==> config.mk <==
export PLATFORM = sky130hd
export DESIGN_NAME = alsu_seq
export DESIGN_NICKNAME = d
export VERILOG_FILES = /design/src/rtl/alsu_seq.sv
export SDC_FILE = /design/constraint.sdc
export NUM_CORES = 1
export LEC_CHECK = 0
export ABC_AREA = 1
export CORE_UTILIZATION = 45
export DETAILED_ROUTE_END_ITERATION = 16
export PLACE_DENSITY = 0.66
export SLEW_MARGIN = 20
export SYNTH_ARGS = -nofsm -noshare
export SYNTH_HDL_FRONTEND = slang
export SYNTH_SLANG_ARGS = --single-unit
==> constraint.sdc <==
create_clock -name clk -period 2.9 [get_ports clk]
set_input_delay 0.58 -clock clk [delete_from_list [all_inputs] [get_ports clk]]
set_output_delay 0.58 -clock clk [all_outputs]
set_load 0.03 [all_outputs]
==> src/rtl/alsu_seq.sv <==
// Multi-cycle ALU/shift unit with valid/ready handshakes, registered result/flags and stored carry.
// Optional iterative multiplier (FUNC 12) compiled in when ALSU_MUL_EN is defined.
module alsu_seq #(
    parameter int unsigned DATAWIDTH = 16
) (
    input  logic                 clk,
    input  logic                 rst,
    input  logic                 in_valid,
    output logic                 in_ready,
    input  logic [DATAWIDTH-1:0] a,
    input  logic [DATAWIDTH-1:0] b,
    input  logic [3:0]           func,
    input  logic                 flag_we,
    output logic                 out_valid,
    input  logic                 out_ready,
    output logic [DATAWIDTH-1:0] r,
    output logic                 z,
    output logic                 n,
    output logic                 c,
    output logic                 err
);

    localparam int unsigned W   = DATAWIDTH;
    localparam int unsigned SHW = $clog2(DATAWIDTH);

    localparam logic [3:0] F_ADD = 4'd0;
    localparam logic [3:0] F_SUB = 4'd1;
    localparam logic [3:0] F_SHL = 4'd2;
    localparam logic [3:0] F_SHR = 4'd3;
    localparam logic [3:0] F_AND = 4'd4;
    localparam logic [3:0] F_XOR = 4'd5;
    localparam logic [3:0] F_NOT = 4'd6;
    localparam logic [3:0] F_INC = 4'd7;
    localparam logic [3:0] F_ADC = 4'd8;
    localparam logic [3:0] F_SBB = 4'd9;
    localparam logic [3:0] F_SAR = 4'd10;
    localparam logic [3:0] F_OR  = 4'd11;
`ifdef ALSU_MUL_EN
    localparam logic [3:0] F_MUL = 4'd12;
`endif

    typedef enum logic [1:0] {
        IDLE  = 2'd0,
        SHIFT = 2'd1,
        MUL   = 2'd2,
        DONE  = 2'd3
    } state_t;

    state_t         state, state_nxt;
    logic [W-1:0]   val, val_nxt;
    logic [SHW-1:0] cnt, cnt_nxt;
    logic [3:0]     func_q, func_nxt;
    logic           fwe_q, fwe_nxt;
    logic           cy, cy_nxt;
    logic [W-1:0]   r_nxt;
    logic           z_nxt, n_nxt, c_nxt, err_nxt;

    logic [W-1:0]   alu_r;
    logic           alu_c, alu_err, alu_multi;
    logic [W-1:0]   sh_val;
    logic           sh_bit;
    logic           fin, fin_c, fin_err, fin_we;
    logic [W-1:0]   fin_r;

`ifdef ALSU_MUL_EN
    logic [2*W-1:0] prod, prod_nxt;
    logic [W:0]     mul_sum;
    logic [2*W-1:0] mul_step;

    // Shift-add step: add multiplicand into the upper half when the current multiplier bit is set.
    always_comb begin
        mul_sum  = {1'b0, prod[2*W-1:W]} + (prod[0] ? {1'b0, val} : {(W+1){1'b0}});
        mul_step = {mul_sum, prod[W-1:1]};
    end
`endif

    // Single-cycle result from the live operands; flags ops that need the iterative datapath.
    always_comb begin
        alu_r     = '0;
        alu_c     = 1'b0;
        alu_err   = 1'b0;
        alu_multi = 1'b0;
        case (func)
            F_ADD: {alu_c, alu_r} = {1'b0, a} + {1'b0, b};
            F_SUB: {alu_c, alu_r} = {1'b0, a} - {1'b0, b};
            F_ADC: {alu_c, alu_r} = {1'b0, a} + {1'b0, b} + {{W{1'b0}}, cy};
            F_SBB: {alu_c, alu_r} = {1'b0, a} - {1'b0, b} - {{W{1'b0}}, cy};
            F_INC: {alu_c, alu_r} = {1'b0, a} + {{W{1'b0}}, 1'b1};
            F_AND: alu_r = a & b;
            F_XOR: alu_r = a ^ b;
            F_OR:  alu_r = a | b;
            F_NOT: alu_r = ~a;
            F_SHL, F_SHR, F_SAR: begin
                alu_r     = a;
                alu_multi = (b[SHW-1:0] != '0);
            end
`ifdef ALSU_MUL_EN
            F_MUL: alu_multi = 1'b1;
`endif
            default: alu_err = 1'b1;
        endcase
    end

    // One-bit shift of the working value; sh_bit is the bit leaving the word.
    always_comb begin
        sh_val = val;
        sh_bit = 1'b0;
        case (func_q)
            F_SHL: begin
                sh_val = {val[W-2:0], 1'b0};
                sh_bit = val[W-1];
            end
            F_SHR: begin
                sh_val = {1'b0, val[W-1:1]};
                sh_bit = val[0];
            end
            default: begin
                sh_val = {val[W-1], val[W-1:1]};
                sh_bit = val[0];
            end
        endcase
    end

    // Next-state and next-register logic.
    always_comb begin
        state_nxt = state;
        val_nxt   = val;
        cnt_nxt   = cnt;
        func_nxt  = func_q;
        fwe_nxt   = fwe_q;
        fin       = 1'b0;
        fin_r     = '0;
        fin_c     = 1'b0;
        fin_err   = 1'b0;
        fin_we    = fwe_q;
`ifdef ALSU_MUL_EN
        prod_nxt  = prod;
`endif
        r_nxt     = r;
        z_nxt     = z;
        n_nxt     = n;
        c_nxt     = c;
        err_nxt   = err;
        cy_nxt    = cy;

        case (state)
            IDLE: begin
                if (in_valid) begin
                    func_nxt = func;
                    fwe_nxt  = flag_we;
                    val_nxt  = a;
                    if (!alu_multi) begin
                        fin     = 1'b1;
                        fin_r   = alu_r;
                        fin_c   = alu_c;
                        fin_err = alu_err;
                        fin_we  = flag_we;
                    end else begin
                        state_nxt = SHIFT;
                        cnt_nxt   = b[SHW-1:0];
`ifdef ALSU_MUL_EN
                        if (func == F_MUL) begin
                            state_nxt = MUL;
                            cnt_nxt   = '0;
                            prod_nxt  = {{W{1'b0}}, b};
                        end
`endif
                    end
                end
            end
            SHIFT: begin
                val_nxt = sh_val;
                cnt_nxt = cnt - SHW'(1);
                if (cnt == SHW'(1)) begin
                    fin   = 1'b1;
                    fin_r = sh_val;
                    fin_c = sh_bit;
                end
            end
`ifdef ALSU_MUL_EN
            MUL: begin
                prod_nxt = mul_step;
                cnt_nxt  = cnt + SHW'(1);
                if (cnt == SHW'(W - 1)) begin
                    fin   = 1'b1;
                    fin_r = mul_step[W-1:0];
                    fin_c = |mul_step[2*W-1:W];
                end
            end
`endif
            DONE: begin
                if (out_ready) begin
                    state_nxt = IDLE;
                end
            end
            default: state_nxt = IDLE;
        endcase

        // Result capture; the stored carry only moves on completion of a flag-writing op.
        if (fin) begin
            state_nxt = DONE;
            r_nxt     = fin_r;
            z_nxt     = (fin_r == '0);
            n_nxt     = fin_r[W-1];
            c_nxt     = fin_c;
            err_nxt   = fin_err;
            if (fin_we) begin
                cy_nxt = fin_c;
            end
        end
    end

    always_ff @(posedge clk or posedge rst) begin
        if (rst) begin
            state     <= IDLE;
            in_ready  <= 1'b1;
            out_valid <= 1'b0;
            val       <= '0;
            cnt       <= '0;
            func_q    <= '0;
            fwe_q     <= 1'b0;
            cy        <= 1'b0;
            r         <= '0;
            z         <= 1'b0;
            n         <= 1'b0;
            c         <= 1'b0;
            err       <= 1'b0;
`ifdef ALSU_MUL_EN
            prod      <= '0;
`endif
        end else begin
            state     <= state_nxt;
            in_ready  <= (state_nxt == IDLE);
            out_valid <= (state_nxt == DONE);
            val       <= val_nxt;
            cnt       <= cnt_nxt;
            func_q    <= func_nxt;
            fwe_q     <= fwe_nxt;
            cy        <= cy_nxt;
            r         <= r_nxt;
            z         <= z_nxt;
            n         <= n_nxt;
            c         <= c_nxt;
            err       <= err_nxt;
`ifdef ALSU_MUL_EN
            prod      <= prod_nxt;
`endif
        end
    end

endmodule

==> impl_metrics.json <==
{
  "fmax_mhz": 354.3,
  "whs_ns": 0.4783,
  "reg2reg_from": "func_q[2]",
  "synth_nets": 1371,
  "async_flop_share_pct": 100.0,
  "io_pins": 63,
  "fin_skew_ns": 0.007898,
  "num_rows": 46,
  "ys_seq_area_share_pct": 16.89,
  "min_from": "r[8]",
  "hold_buffers": 0,
  "cts_made_buffers": 5,
  "crit_arrival_ns": 3.01,
  "ctsRootBufferMaster": "clkbuf_16",
  "crit_buf_inv": 5,
  "max-cap-violations": 0,
  "clkTransAtPathRegs_ns": 0.06,
  "overflow": 0,
  "cp_slowest_stage_delay_ns": 0.49,
  "ys_dominant_reg_cell": "dfrtp_1",
  "drive_gt1_share_pct": 35.59,
  "whs_path_depth": 2,
  "cts.sinks": 49,
  "stdcell_area_sq_um": 11270,
  "ys_ff_latch": 49,
  "rrSetupSlack_ns": 0.43,
  "grt_max_degree": 23,
  "via_per_inst": 5.414,
  "synth_area_sq_um": 7268,
  "rsz0062_at_grt": "true",
  "dr_total_vias": 9734,
  "dieWidth_um": 129.1,
  "final_cell_mix": "nand2_1, buf_4, inv_1",
  "hpwl_mm": 24.23,
  "setup_viol": 0,
  "hold_path_class": "register to register",
  "antenna_found_initial": 0,
  "fin_ws_ns": 0.07731,
  "initialDrtViolationCount": 797,
  "synth_cell_types": 50,
  "io_buffers": 62,
  "place_congestion": 0.9676,
  "reg2reg_to": "z",
  "worstHoldEndpoint": "r[8]",
  "fill_cells": 1430,
  "drt-wirelength-per-cell_um": 16.90,
  "cts.path.max_buffers": 2,
  "hold_viol": 0,
  "multi_input_area_sq_um": 6132,
  "die_h_um": 129.1,
  "r2r_cells": 20,
  "cpLargestDelayFamily": "simple AND/OR/NAND/NOR gates",
  "antennaDiodeCount": 0,
  "post-place-cells": 1759,
  "start_util_pct": 45.92,
  "maxSlewHeadroom_pct": 56.88,
  "layout_commonest_cell": "nand2_1",
  "cts_tree": "built",
  "h-tree-depth": 2,
  "status": "completed",
  "slew_violations": 0,
  "final_util_pct": 71.21,
  "area_growth_pct": 55.07,
  "synthCells": 1268,
  "post-route-min-period_ns": 2.823,
  "nets": 1684,
  "track_usage_pct": 36.25,
  "clk_latency_ns": 0.30,
  "yosys.area.top_type": "nand2_1",
  "worst_slew_pin_slew_ns": 0.6461,
  "yosys_warnings": 0,
  "timing.critical_path.cells": "clkdlybuf4s50_1 > inv_2 > ha_4 > inv_1 > nor3_1 > buf_4 > and2_1 > nand2_2 > nand2_2 > nand2_1 > nand2_4 > buf_4 > nand4_1 > nand2_1 > nand2_1 > nand3_1 > nand2_2 > nand2_1 > nor2_1 > nand3_1 > nand2_1",
  "crit_slowest_cell": "clkdlybuf4s50_1",
  "fp.dieArea_sq_um": 16660,
  "drt_pass1_iterations": 8,
  "fin_crit_sh_pct": 97.33,
  "critical_path_class": "primary input to register",
  "dp_slack_ns": -0.8090,
  "placed_area_sq_um": 9873,
  "crit_top_cell": "nand2_1",
  "synth_area_leaders": "nand2_1, dfrtp_1, ha_1",
  "crit_path_start_kind": "primary input",
  "drt_wl_total_mm": 30.38,
  "core-area_sq_um": 15830,
  "cp_max_fo": 4,
  "grt_pass1_wl_mm": 46.11,
  "grt_pass1_vias": 8902,
  "cp_data_required_time_ns": 3.09,
  "endpoint_kind": "register",
  "synth-edff-count": 0,
  "drc_errors": 0,
  "power_density_nw_per_um2": 487.4,
  "synth.avg_cell_area_sq_um": 5.732,
  "ir_drop_mv": 0.5185,
  "final_cell_count_no_fill": 1798,
  "leakage_nw": 5.739,
  "ant_nets": 0,
  "synth_top_cell_area_share_pct": 21.54,
  "seqCellArea_sq_um": 1227
}
## layout make-up
| class | count | share of cell area, % |
|---|---|---|
| clock buffers | 6 | 1.143 |
| clock inverters | 2 | 0.1221 |
| well taps | 216 | 2.398 |
| repair buffers | 341 | 24.82 |
| multi-input cells | 1002 | 54.41 |
| flip-flops and latches | 49 | 10.89 |
| inverters | 182 | 6.217 |
## logic make-up after synthesis
group           share of synthesized area [%]
xor+xnor                               0.7231
buf+inv                                 11.98
mux                                    0.1377
flops                                   16.89
compound gates                          13.10
simple gates                            46.29
fa+ha+maj                               10.88
## worst max path at each step
stage | from | to | slack (ns) | cells after the start
finish | a[13] | z | 0.08 | 21
global route | a[0] | z | -0.15 | 23
CTS | a[2] | z | 0.006 | 25
detailed placement | a[0] | z | -0.81 | 21
global placement | a[0] | z | -0.76 | 21
floorplan | a[0] | z | 0.02 | 21
## state kept, by name, indices dropped and copies added (netlist names)
signal and count:
func_q 4, in_ready 1, out_valid 1, c 1, val 16, err 1
z 1, cnt 4, cy 1, state 2, r 16, fwe_q 1
## timing repair
item,in CTS,in global routing
gates resized for setup,229,123
endpoints found under the setup margin,14,10
buffers inserted,17,14
pin swaps,72,69
## routing by layer
layer / part of all wire, % / GRT usage (%)
met1: 43 / 47.16
met2: 46 / 60.13
met3: 7.0 / 5.574
met4: 4.5 / 14.60
met5: 0 / 0
## cell usage after synthesis (2+ instances only)
cell	number
nand2_1	417
inv_1	173
nor2_1	137
nand3_1	128
o21ai_0	68
ha_1	60
dfrtp_1	48
a21oi_1	34
nand4_1	31
o22ai_1	15
o211ai_1	14
buf_2	13
clkbuf_1	13
nand2_2	13
nand3_2	10
nor2_2	10
nor3_1	10
o21bai_1	7
buf_4	6
inv_2	6
nor2_4	5
o221ai_1	5
a211oi_1	4
o311ai_0	3
or2_2	3
xnor2_1	3
xor2_1	3
a21oi_2	2
a221oi_1	2
and2_1	2
buf_6	2
clkinv_1	2
fa_1	2
## tightest hold or removal path, cell delays in order, from the launching register on
cell,delay [ns]
dfrtp_1,0.34
nand2_1,0.05
nand2_1,0.05
## metrics by stage
step	setup TNS (ns)	power, mW
after detailed placement	-8.818	4.493
after global placement	-8.406	4.440
after global routing	-0.2883	5.895
final	0	5.493
after CTS	0	5.306
after floorplan	0	3.156
## where the power goes
part | internal (mW) | switching [mW]
logic | 1.49 | 2.20
registers | 1.02 | 0.194
clock network | 0.322 | 0.267
Power figures use the tool's default switching activity.
